**config.mk**
```make
export PLATFORM = sky130hd
export DESIGN_NAME = jk_bank_sequencer_flat
export DESIGN_NICKNAME = d
export VERILOG_FILES = /design/src/rtl/jk_bank_sequencer_pkg.sv /design/src/rtl/jk_bank_sequencer_if.sv /design/src/rtl/jk_bank_sequencer_cell.sv /design/src/rtl/jk_bank_sequencer.sv /design/src/flat_wrapper.sv
export SDC_FILE = /design/constraint.sdc
export NUM_CORES = 1
export LEC_CHECK = 0
export BUFFER_PORTS_ARGS = -buffer_cell sky130_fd_sc_hd__buf_2
export CAP_MARGIN = 20
export CORE_MARGIN = 3
export CORE_UTILIZATION = 50
export CTS_BUF_LIST = sky130_fd_sc_hd__clkbuf_4
export DETAILED_ROUTE_END_ITERATION = 8
export GPL_ROUTABILITY_DRIVEN = 0
export GPL_TIMING_DRIVEN = 1
export PLACE_DENSITY = 0.79
export RECOVER_POWER = 100
export SLEW_MARGIN = 0
export SYNTH_ARGS = -nofsm -noshare
export SYNTH_HDL_FRONTEND = slang
export SYNTH_SLANG_ARGS = --single-unit
export TNS_END_PERCENT = 5
```
**constraint.sdc**
```tcl
create_clock -name clk -period 1.85 [get_ports clk]
set_clock_uncertainty 0.2 [all_clocks]
set_input_delay 0.185 -clock clk [delete_from_list [all_inputs] [get_ports clk]]
set_output_delay 0.185 -clock clk [all_outputs]
set_load 0.02 [all_outputs]
```
**src/rtl/jk_bank_sequencer_pkg.sv**
```systemverilog
// Shared op codes, FSM state encoding and small decode helpers for the JK bank sequencer.
package jk_bank_sequencer_pkg;

    localparam logic [2:0] OP_NOP    = 3'b000;
    localparam logic [2:0] OP_SET    = 3'b001;
    localparam logic [2:0] OP_CLR    = 3'b010;
    localparam logic [2:0] OP_TOG    = 3'b011;
    localparam logic [2:0] OP_CNT_UP = 3'b100;
    localparam logic [2:0] OP_CNT_DN = 3'b101;

    typedef enum logic [1:0] {
        ST_IDLE  = 2'd0,
        ST_APPLY = 2'd1,
        ST_COUNT = 2'd2,
        ST_DONE  = 2'd3
    } state_e;

    function automatic logic op_is_illegal(input logic [2:0] op);
        return (op[2:1] == 2'b11);
    endfunction

    function automatic logic op_is_masked(input logic [2:0] op);
        return (op == OP_SET) || (op == OP_CLR) || (op == OP_TOG);
    endfunction

    function automatic logic op_is_count(input logic [2:0] op);
        return (op == OP_CNT_UP) || (op == OP_CNT_DN);
    endfunction

endpackage

```
**src/rtl/jk_bank_sequencer_if.sv**
```systemverilog
// Command handshake and bank status bundle between a register-control master and the sequencer.
interface jk_bank_sequencer_if #(
    parameter int WIDTH = 4,
    parameter int CNT_W = 8
);
    logic             cmd_valid;
    logic             cmd_ready;
    logic [2:0]       cmd_op;
    logic [WIDTH-1:0] cmd_mask;
    logic [CNT_W-1:0] cmd_len;
    logic [WIDTH-1:0] q;
    logic             busy;
    logic             done;
    logic             err;

    modport master (
        output cmd_valid, cmd_op, cmd_mask, cmd_len,
        input  cmd_ready, q, busy, done, err
    );

    modport slave (
        input  cmd_valid, cmd_op, cmd_mask, cmd_len,
        output cmd_ready, q, busy, done, err
    );
endinterface

```
**src/rtl/jk_bank_sequencer_cell.sv**
```systemverilog
// Single JK flip-flop of the bank: 00 hold, 01 clear, 10 set, 11 toggle; sync active-low reset.
module jk_bank_sequencer_cell (
    input  logic clk,
    input  logic reset,
    input  logic j,
    input  logic k,
    output logic q
);

    always_ff @(posedge clk) begin
        if (!reset) begin
            q <= 1'b0;
        end else begin
            case ({j, k})
                2'b01:   q <= 1'b0;
                2'b10:   q <= 1'b1;
                2'b11:   q <= ~q;
                default: q <= q;
            endcase
        end
    end

endmodule

```
**src/rtl/jk_bank_sequencer.sv**
```systemverilog
// Command-driven controller for a bank of JK cells: masked set/clear/toggle and up/down counting.
//
//   state    | meaning
//   ---------+--------------------------------------------------------------
//   ST_IDLE  | ready for a command; all j=k=0
//   ST_APPLY | one cycle driving masked set/clear/toggle onto the bank
//   ST_COUNT | one count step per cycle until the remaining length runs out
//   ST_DONE  | one-cycle done pulse (err for illegal ops); bank holds
module jk_bank_sequencer
    import jk_bank_sequencer_pkg::*;
#(
    parameter int WIDTH = 4,
    parameter int CNT_W = 8
) (
    input  logic                 clk,
    input  logic                 reset,
    jk_bank_sequencer_if.slave   bus
);

    localparam logic [CNT_W-1:0] LEN_ONE = CNT_W'(1);

    state_e           state;
    state_e           state_nxt;
    logic [2:0]       op_r;
    logic [WIDTH-1:0] mask_r;
    logic [CNT_W-1:0] len_r;
    logic [WIDTH-1:0] q;
    logic [WIDTH-1:0] j;
    logic [WIDTH-1:0] k;
    logic [WIDTH-1:0] toggle;
    logic             carry;
    logic             accept;

    assign accept = bus.cmd_valid & bus.cmd_ready;

    always_ff @(posedge clk) begin
        if (!reset) begin
            state  <= ST_IDLE;
            op_r   <= OP_NOP;
            mask_r <= '0;
            len_r  <= '0;
        end else begin
            state <= state_nxt;
            if (accept) begin
                op_r   <= bus.cmd_op;
                mask_r <= bus.cmd_mask;
                len_r  <= bus.cmd_len;
            end else if (state == ST_COUNT) begin
                len_r <= len_r - LEN_ONE;
            end
        end
    end

    always_comb begin
        state_nxt = state;
        case (state)
            ST_IDLE: begin
                if (accept) begin
                    if (op_is_masked(bus.cmd_op))
                        state_nxt = ST_APPLY;
                    else if (op_is_count(bus.cmd_op) && (bus.cmd_len != '0))
                        state_nxt = ST_COUNT;
                    else
                        state_nxt = ST_DONE;
                end
            end
            ST_APPLY: state_nxt = ST_DONE;
            ST_COUNT: if (len_r <= LEN_ONE) state_nxt = ST_DONE;
            ST_DONE:  state_nxt = ST_IDLE;
            default:  state_nxt = ST_IDLE;
        endcase
    end

    // Bit i toggles when every lower bit is 1 (up) or 0 (down): ripple-carry of the count.
    always_comb begin
        toggle = '0;
        carry  = 1'b1;
        for (int i = 0; i < WIDTH; i++) begin
            toggle[i] = carry;
            carry     = carry & ((op_r == OP_CNT_DN) ? ~q[i] : q[i]);
        end
    end

    always_comb begin
        j = '0;
        k = '0;
        case (state)
            ST_APPLY: begin
                case (op_r)
                    OP_SET:  j = mask_r;
                    OP_CLR:  k = mask_r;
                    OP_TOG: begin
                        j = mask_r;
                        k = mask_r;
                    end
                    default: ;
                endcase
            end
            ST_COUNT: begin
                j = toggle;
                k = toggle;
            end
            default: ;
        endcase
    end

    for (genvar g = 0; g < WIDTH; g++) begin : g_cell
        jk_bank_sequencer_cell u_cell (
            .clk   (clk),
            .reset (reset),
            .j     (j[g]),
            .k     (k[g]),
            .q     (q[g])
        );
    end

    assign bus.q         = q;
    assign bus.cmd_ready = (state == ST_IDLE) & reset;
    assign bus.busy      = (state == ST_APPLY) || (state == ST_COUNT);
    assign bus.done      = (state == ST_DONE);
    assign bus.err       = (state == ST_DONE) && op_is_illegal(op_r);

endmodule
```
**src/flat_wrapper.sv**
```systemverilog
// flat-port wrapper written by rule: the top's interface ports become plain ports
module jk_bank_sequencer_flat import jk_bank_sequencer_pkg::*;
#(
    parameter int WIDTH = 4,
    parameter int CNT_W = 8
)
  (clk, reset, bus_cmd_valid, bus_cmd_op, bus_cmd_mask, bus_cmd_len, bus_cmd_ready, bus_q, bus_busy, bus_done, bus_err);
  jk_bank_sequencer_if #(.WIDTH(WIDTH), .CNT_W(CNT_W)) bus_i ();
  input  logic clk;
  input  logic reset;
  input wire logic [$bits(bus_i.cmd_valid)-1:0] bus_cmd_valid;
  input wire logic [$bits(bus_i.cmd_op)-1:0] bus_cmd_op;
  input wire logic [$bits(bus_i.cmd_mask)-1:0] bus_cmd_mask;
  input wire logic [$bits(bus_i.cmd_len)-1:0] bus_cmd_len;
  output wire logic [$bits(bus_i.cmd_ready)-1:0] bus_cmd_ready;
  output wire logic [$bits(bus_i.q)-1:0] bus_q;
  output wire logic [$bits(bus_i.busy)-1:0] bus_busy;
  output wire logic [$bits(bus_i.done)-1:0] bus_done;
  output wire logic [$bits(bus_i.err)-1:0] bus_err;
  assign bus_i.cmd_valid = bus_cmd_valid;
  assign bus_i.cmd_op = bus_cmd_op;
  assign bus_i.cmd_mask = bus_cmd_mask;
  assign bus_i.cmd_len = bus_cmd_len;
  assign bus_cmd_ready = bus_i.cmd_ready;
  assign bus_q = bus_i.q;
  assign bus_busy = bus_i.busy;
  assign bus_done = bus_i.done;
  assign bus_err = bus_i.err;
  jk_bank_sequencer #(.WIDTH(WIDTH), .CNT_W(CNT_W)) u_core (.clk(clk), .reset(reset), .bus(bus_i));
endmodule
```
==> flow_summary.toml, run 1 <==
[placement]
io_buffers = 25
hpwl_um = 2249
dp_cells = 197

[sta]
slew_headroom_pct = 76.58
final-hold-violation-count = 0
rsz0062_at_grt = "true"
slew_viol_final = 0
fmax_mhz = 531.3
finalCritPeriodShare_pct = 101.7
setup_viol = 1
finalWorstSetupSlack_ns = -0.03226
fin_crit_ns = 1.882
worst_pin_slew_ns = 0.3481

[logic_synthesis]
postSynthCellCount = 146
synth_ff_type = "dfxtp_1"
synth_top_area_share_pct = 34.67
avgSynthCellArea_um2 = 8.304
syn_nets = 170
yosysTopAreaCell = "dfxtp_1"
synth_area_leaders = "dfxtp_1 (35%), nand2_1 (7.4%), ha_1 (6.2%)"
async_flop_share_pct = 0
yosysWarnings = 0
ys_ff_latch = 21
synth.yosys.seq_area_share_pct = 34.67
synth.distinct_cells = 41
synth_edf_count = 0
synth_area_um2 = 1212

[detailed_routing]
wl_met2_um = 1671
wl_per_cell_um = 15.38
route.met3.wl_um = 137
dr_total_vias = 1252
drtPass1Iterations = 5
drt-met1-wl_um = 1402
wl_um = 3276
top_layer = "met4"
postRouteAntennaNets = 0
drc = 0
via_per_inst = 5.878
drt_iter0_markers = 25

[floorplan]
die_y_um = 55.24
core_um2 = 2255
die_w_um = 55.24
dieArea_um2 = 3051
start_util_pct = 53.77
ios = 26
row_count = 17

[power_and_ir_drop]
vdd_drop_max_v = 0.0007525
power_density_nw_per_um2 = 1126
power_uw = 1769
clock_power_share_pct = 13.2
p_leak_uw = 0.0006898
p_int_uw = 1047
p_switching_uw = 722.4
power_frac_seq_pct = 38.4
swShare_pct = 40.83
pwr-share-comb_pct = 48.4

[global_route]
grt_pass1_vias = 1192
antenna_found_initial = 0
grt_overflow = 0
grt_max_degree = 18
grt_usage_pct = 21.50
grt_pass1_wl_um = 5209

[hold_path]
min_path_type = "in -> reg"

[setup_path]
worstSetupPathType = "reg -> out"
max_stage_delay_ns = 0.41
cp.arrival_ns = 1.50
cp_data_required_time_ns = 1.46
crit_chain = "inv_1 -> ha_2 -> buf_4 -> buf_2"
crit_fanout = 9
cp_slowest_cell = "ha_2"
worst_setup_path_start_kind = "flop"
endpoint_kind = "output port"

[clock_network]
tritoncts = "yes"
cts-root-buf = "clkbuf_4"
cts_buffer_depth = 2
cts_buffers = 3
clk_pin_slew_worst_paths_ns = 0.12
insertion_delay_ns = 0.32
post-cts-setup-buffers = 0
cts_max_level = 1
numClockSinks = 21

[final_layout]
fin_cells = 213
areaGrowthSynthToFinish_pct = 29.62
drive_gt1_share_pct = 25.95
final_util_pct = 69.70
fillerInstances = 189
nets = 210
diodes = 0

[status]
violations = "setup timing"
status = "complete, but fails checks"

[job]
cap_violations = 0
-- layout make-up --
class                      count  area, um^2  share of cell area, %
clock inverter                 1       5.005                 0.3185
multi-input combinational    108       752.0                  47.85
inverter                       5       18.77                  1.194
sequential                    21       422.9                  26.91
tap                           28       35.03                  2.229
clock buffer                   3       22.52                  1.433
timing repair buffer          47       315.3                  20.06
-- worst paths after layout --
kind                           end  depth (start not counted)  slack (ns)        startpoint
hold / removal     u_core.len_r[7]                          3        0.03    bus_cmd_len[7]
setup / recovery          bus_busy                          4       -0.03   u_core.state[1]
setup reg to reg   u_core.len_r[5]                          6        0.03   u_core.state[0]
hold reg to reg   u_core.mask_r[3]                          2        0.30  u_core.mask_r[3]
-- power groups by stage --
stage | sequential [uW] | clock (uW) | combinational [uW]
CTS | 668 | 240 | 804
global placement | 666 | 0 | 731
detailed placement | 677 | 0 | 766
finish | 680 | 234 | 856
floorplan | 661 | 0 | 540
global route | 694 | 269 | 931
-- flip-flops by register name, summed over array words and instances (netlist names) --
name	flops
u_core.len_r	8
u_core.mask_r	4
u_core.state	2
u_core.g_cell.u_cell.q	4
u_core.op_r	3
-- per-stage QoR --
| stage | hold WS (ns) | instance area, um^2 | worst slack (ns) | TNS (ns) |
|---|---|---|---|---|
| floorplan | 0.08395 | 1219 | 0.01098 | 0 |
| global placement | 0.1677 | 1390 | 0.08900 | 0 |
| CTS | 0.02828 | 1550 | -0.02386 | -0.02386 |
| detailed placement | 0.1754 | 1390 | -0.08887 | -0.08887 |
| global route | 0.01987 | 1572 | -0.09097 | -0.2509 |
| finish | 0.02946 | 1572 | -0.03226 | -0.03226 |
-- layout by cell type (no fill, tap or decap), types with 4 or more instances in the layout --
cell,n
nand2_1,23
dfxtp_1,19
xnor2_1,5
clkbuf_1,4
dlygate4sd3_1,12
ha_1,5
inv_1,4
a211oi_1,5
buf_4,10
mux2i_1,4
nand3_1,7
buf_2,21
a21oi_1,5
nor2_1,8
-- kinds of logic (layout without fill, tap and decap cells) --
logic type / count (synthesis) / count (layout) / share of synthesized area, %
buffers and inverters: 17 / 56 / 6.501
adders and majority gates: 6 / 6 / 6.192
AOI/OAI and AO/OA: 30 / 30 / 18.27
muxes: 4 / 4 / 3.303
and+or+nand+nor: 61 / 61 / 26.01
xor gates and xnor gates: 7 / 7 / 5.057
DFF: 21 / 21 / 34.67
-- synth_stat cells (all sizes together), types with 2 or more instances --
| cell | number |
|---|---|
| and3 | 3 |
| or4 | 2 |
| o21ai | 3 |
| buf | 5 |
| nand2 | 24 |
| nor3 | 2 |
| xor2 | 2 |
| a31oi | 2 |
| clkbuf | 7 |
| a21oi | 5 |
| a21o | 2 |
| ha | 6 |
| a211oi | 6 |
| xnor2 | 5 |
| mux2i | 4 |
| nor4 | 3 |
| a311oi | 2 |
| nor2 | 8 |
| nand3 | 8 |
| inv | 4 |
| a31o | 2 |
| o211ai | 3 |
| and4b | 2 |
| dfxtp | 21 |
-- critical path, delay by kind of cell, from the launching register on --
| kind | cells | cell delay, ns |
|---|---|---|
| buf+inv | 3 | 0.39 |
| fa+ha+maj | 1 | 0.41 |
| flops | 1 | 0.38 |
-- per-layer routing --
layer | vias to the layer above | global-route usage, %
met2 | 29 | 36.32
li1 | 601 | -
met1 | 614 | 26.01
met4 | 0 | 10.07
met5 | - | 0
met3 | 8 | 4.206
-- what timing repair did --
item | CTS | global route
pin swaps | 0 | 1
setup endpoints to repair | 2 | 8
hold buffers | 12 | 0
gates resized for setup | 3 | 5
hold endpoints to repair | 12 | 0
Power figures use the tool's default switching activity.
==> run 2, diff against run 1 <==
--- a/config.mk
+++ b/config.mk
@@ -7,6 +7,7 @@
 export LEC_CHECK = 0
 export BUFFER_PORTS_ARGS = -buffer_cell sky130_fd_sc_hd__buf_2
 export CAP_MARGIN = 20
+export CORE_ASPECT_RATIO = 1.5
 export CORE_MARGIN = 3
 export CORE_UTILIZATION = 50
 export CTS_BUF_LIST = sky130_fd_sc_hd__clkbuf_4
==> flow_summary.toml, run 2 (synthesis gave the netlist of run 1 again) <==
[detailed_routing]
route.met3.wl_um = 125
drc = 0
wl_per_cell_um = 15.61
via_per_inst = 6.019
top_layer = "met4"
postRouteAntennaNets = 0
dr_total_vias = 1270
wl_met2_um = 1803
drt-met1-wl_um = 1233
drt_iter0_markers = 45
drtPass1Iterations = 4
wl_um = 3294

[setup_path]
worst_setup_path_start_kind = "flop"
cp_num_cells = 4
worst-path-buf-inv = 0
worst_r2r_path_depth = 4
endpoint = "u_core.state[0]"
cp_slowest_cell = "or4_4"
crit_start = "u_core.len_r[4]"
cp.arrival_ns = 1.83
r2r-end = "u_core.state[0]"
ff2ff_setup_slack_ns = 0.01
r2r-start = "u_core.len_r[4]"
endpoint_kind = "flop"
cp_data_required_time_ns = 1.85
crit_chain = "or4_4 -> o41ai_4 -> nand2_2 -> mux2i_1"
worstSetupPathType = "reg -> reg"
crit_fanout = 4
max_stage_delay_ns = 0.54
crit_family = "simple AND/OR/NAND/NOR gates"

[sta]
slew_headroom_pct = 72.12
worst_pin_slew_ns = 0.4144
final-hold-violation-count = 0
slew_viol_final = 0
fmax_mhz = 544.2
fin_crit_ns = 1.838
fin_setup_tns_ns = 0
rsz0062_at_grt = "true"
finalCritPeriodShare_pct = 99.32
setup_viol = 0

[clock_network]
insertion_delay_ns = 0.30
cts_buffers = 3
tritoncts = "yes"
numClockSinks = 21
cts-root-buf = "clkbuf_4"
cts_buffer_depth = 2
clk_pin_slew_worst_paths_ns = 0.12
cts_max_level = 1

[global_route]
grt_pass1_wl_um = 5651
grt_max_degree = 24
grt_overflow = 0
grt_pass1_vias = 1297
antenna_found_initial = 0
grt_usage_pct = 24.61

[hold_path]
hp-start = "bus_cmd_len[7]"
min_path_cells = 3
min_path_type = "in -> reg"

[final_layout]
drive_gt1_share_pct = 26.60
nets = 213
diodes = 0
regMostFlops = "u_core.len_r"
largest_reg_flops = 8
final_common_cell = "nand2_1"
reg.largest.list = "u_core.len_r x8, u_core.g_cell.u_cell.q x4, u_core.mask_r x4"
areaGrowthSynthToFinish_pct = 34.98
layout_common_cells = "nand2_1 (23), buf_2 (21), dfxtp_1 (19), dlygate4sd3_1 (15), buf_4 (9)"
final_area_um2 = 1637

[floorplan]
dieArea_um2 = 3064
die_y_um = 66.31
die_w_um = 46.21
row_count = 21
start_util_pct = 53.65
ios = 26
core_um2 = 2260

[power_and_ir_drop]
power_density_nw_per_um2 = 1121
p_int_uw = 1089
p_switching_uw = 745.5
p_leak_uw = 0.0007111
power_frac_seq_pct = 37.7
pwr-share-comb_pct = 50.3
vdd_drop_max_v = 0.0007684
clock_power_share_pct = 11.9
swShare_pct = 40.65

[placement]
placed_area_um2 = 1376
hpwl_um = 2231
io_buffers = 25

[job]
cap_violations = 0

[status]
status = "finished, final reports clean"
[run 2: what timing repair did]
item                                   CTS  global route
endpoints found under the hold margin   16             0
setup buffers                            1             0
pin swaps                                4             4
hold buffers                            15             0
setup endpoints to repair                1             6
resized for setup                        8             9
[run 2: power groups by stage]
stage,Combinational (uW),Sequential [uW],Clock (uW)
floorplan,540,661,0
global placement,724,667,0
detailed placement,756,675,0
CTS,828,677,223
global route,1010,709,243
finish,923,692,219
[run 2: how the worst min path moves through the flow]
| stage | slack [ns] | endpoint |
|---|---|---|
| final | 0.08 | u_core.len_r[7] |
| after global routing | 0.08 | u_core.len_r[7] |
| after CTS | 0.05 | u_core.len_r[7] |
| after detailed placement | 0.17 | u_core.mask_r[1] |
| after global placement | 0.17 | u_core.mask_r[2] |
| after floorplan | 0.08 | u_core.mask_r[0] |
[run 2: through the flow]
step	cells	util [%]	power (uW)	setup slack [ns]	hold slack [ns]
global placement	191	60.91	1391	0.06944	0.1697
CTS	211	70.54	1728	0.01366	0.05095
floorplan	146	-	1201	0.01098	0.08395
detailed placement	191	60.91	1431	-0.07450	0.1744
global route	211	72.43	1959	-0.03817	0.08112
finish	211	72.43	1834	0.01250	0.07880
[run 2: cell type report]
class / instances / area (um^2)
clock buffer: 3 / 22.52
clock inverter: 1 / 5.005
fill: 179 / 623.1
inverter: 5 / 21.27
multi-input combinational: 108 / 784.5
sequential: 21 / 425.4
tap: 23 / 28.78
timing repair buffer: 50 / 349.1
[run 2: routing by layer]
layer  up-vias  global-route usage [%]
li1        614                       -
met1       601                   27.00
met2        40                   42.59
met3        15                   4.087
met4         0                   13.17
met5         -                       0
[run 2: worst min-delay path: stages]
cell	delay, ns
buf_2	0.08
o21ai_0	0.09
a21oi_1	0.17
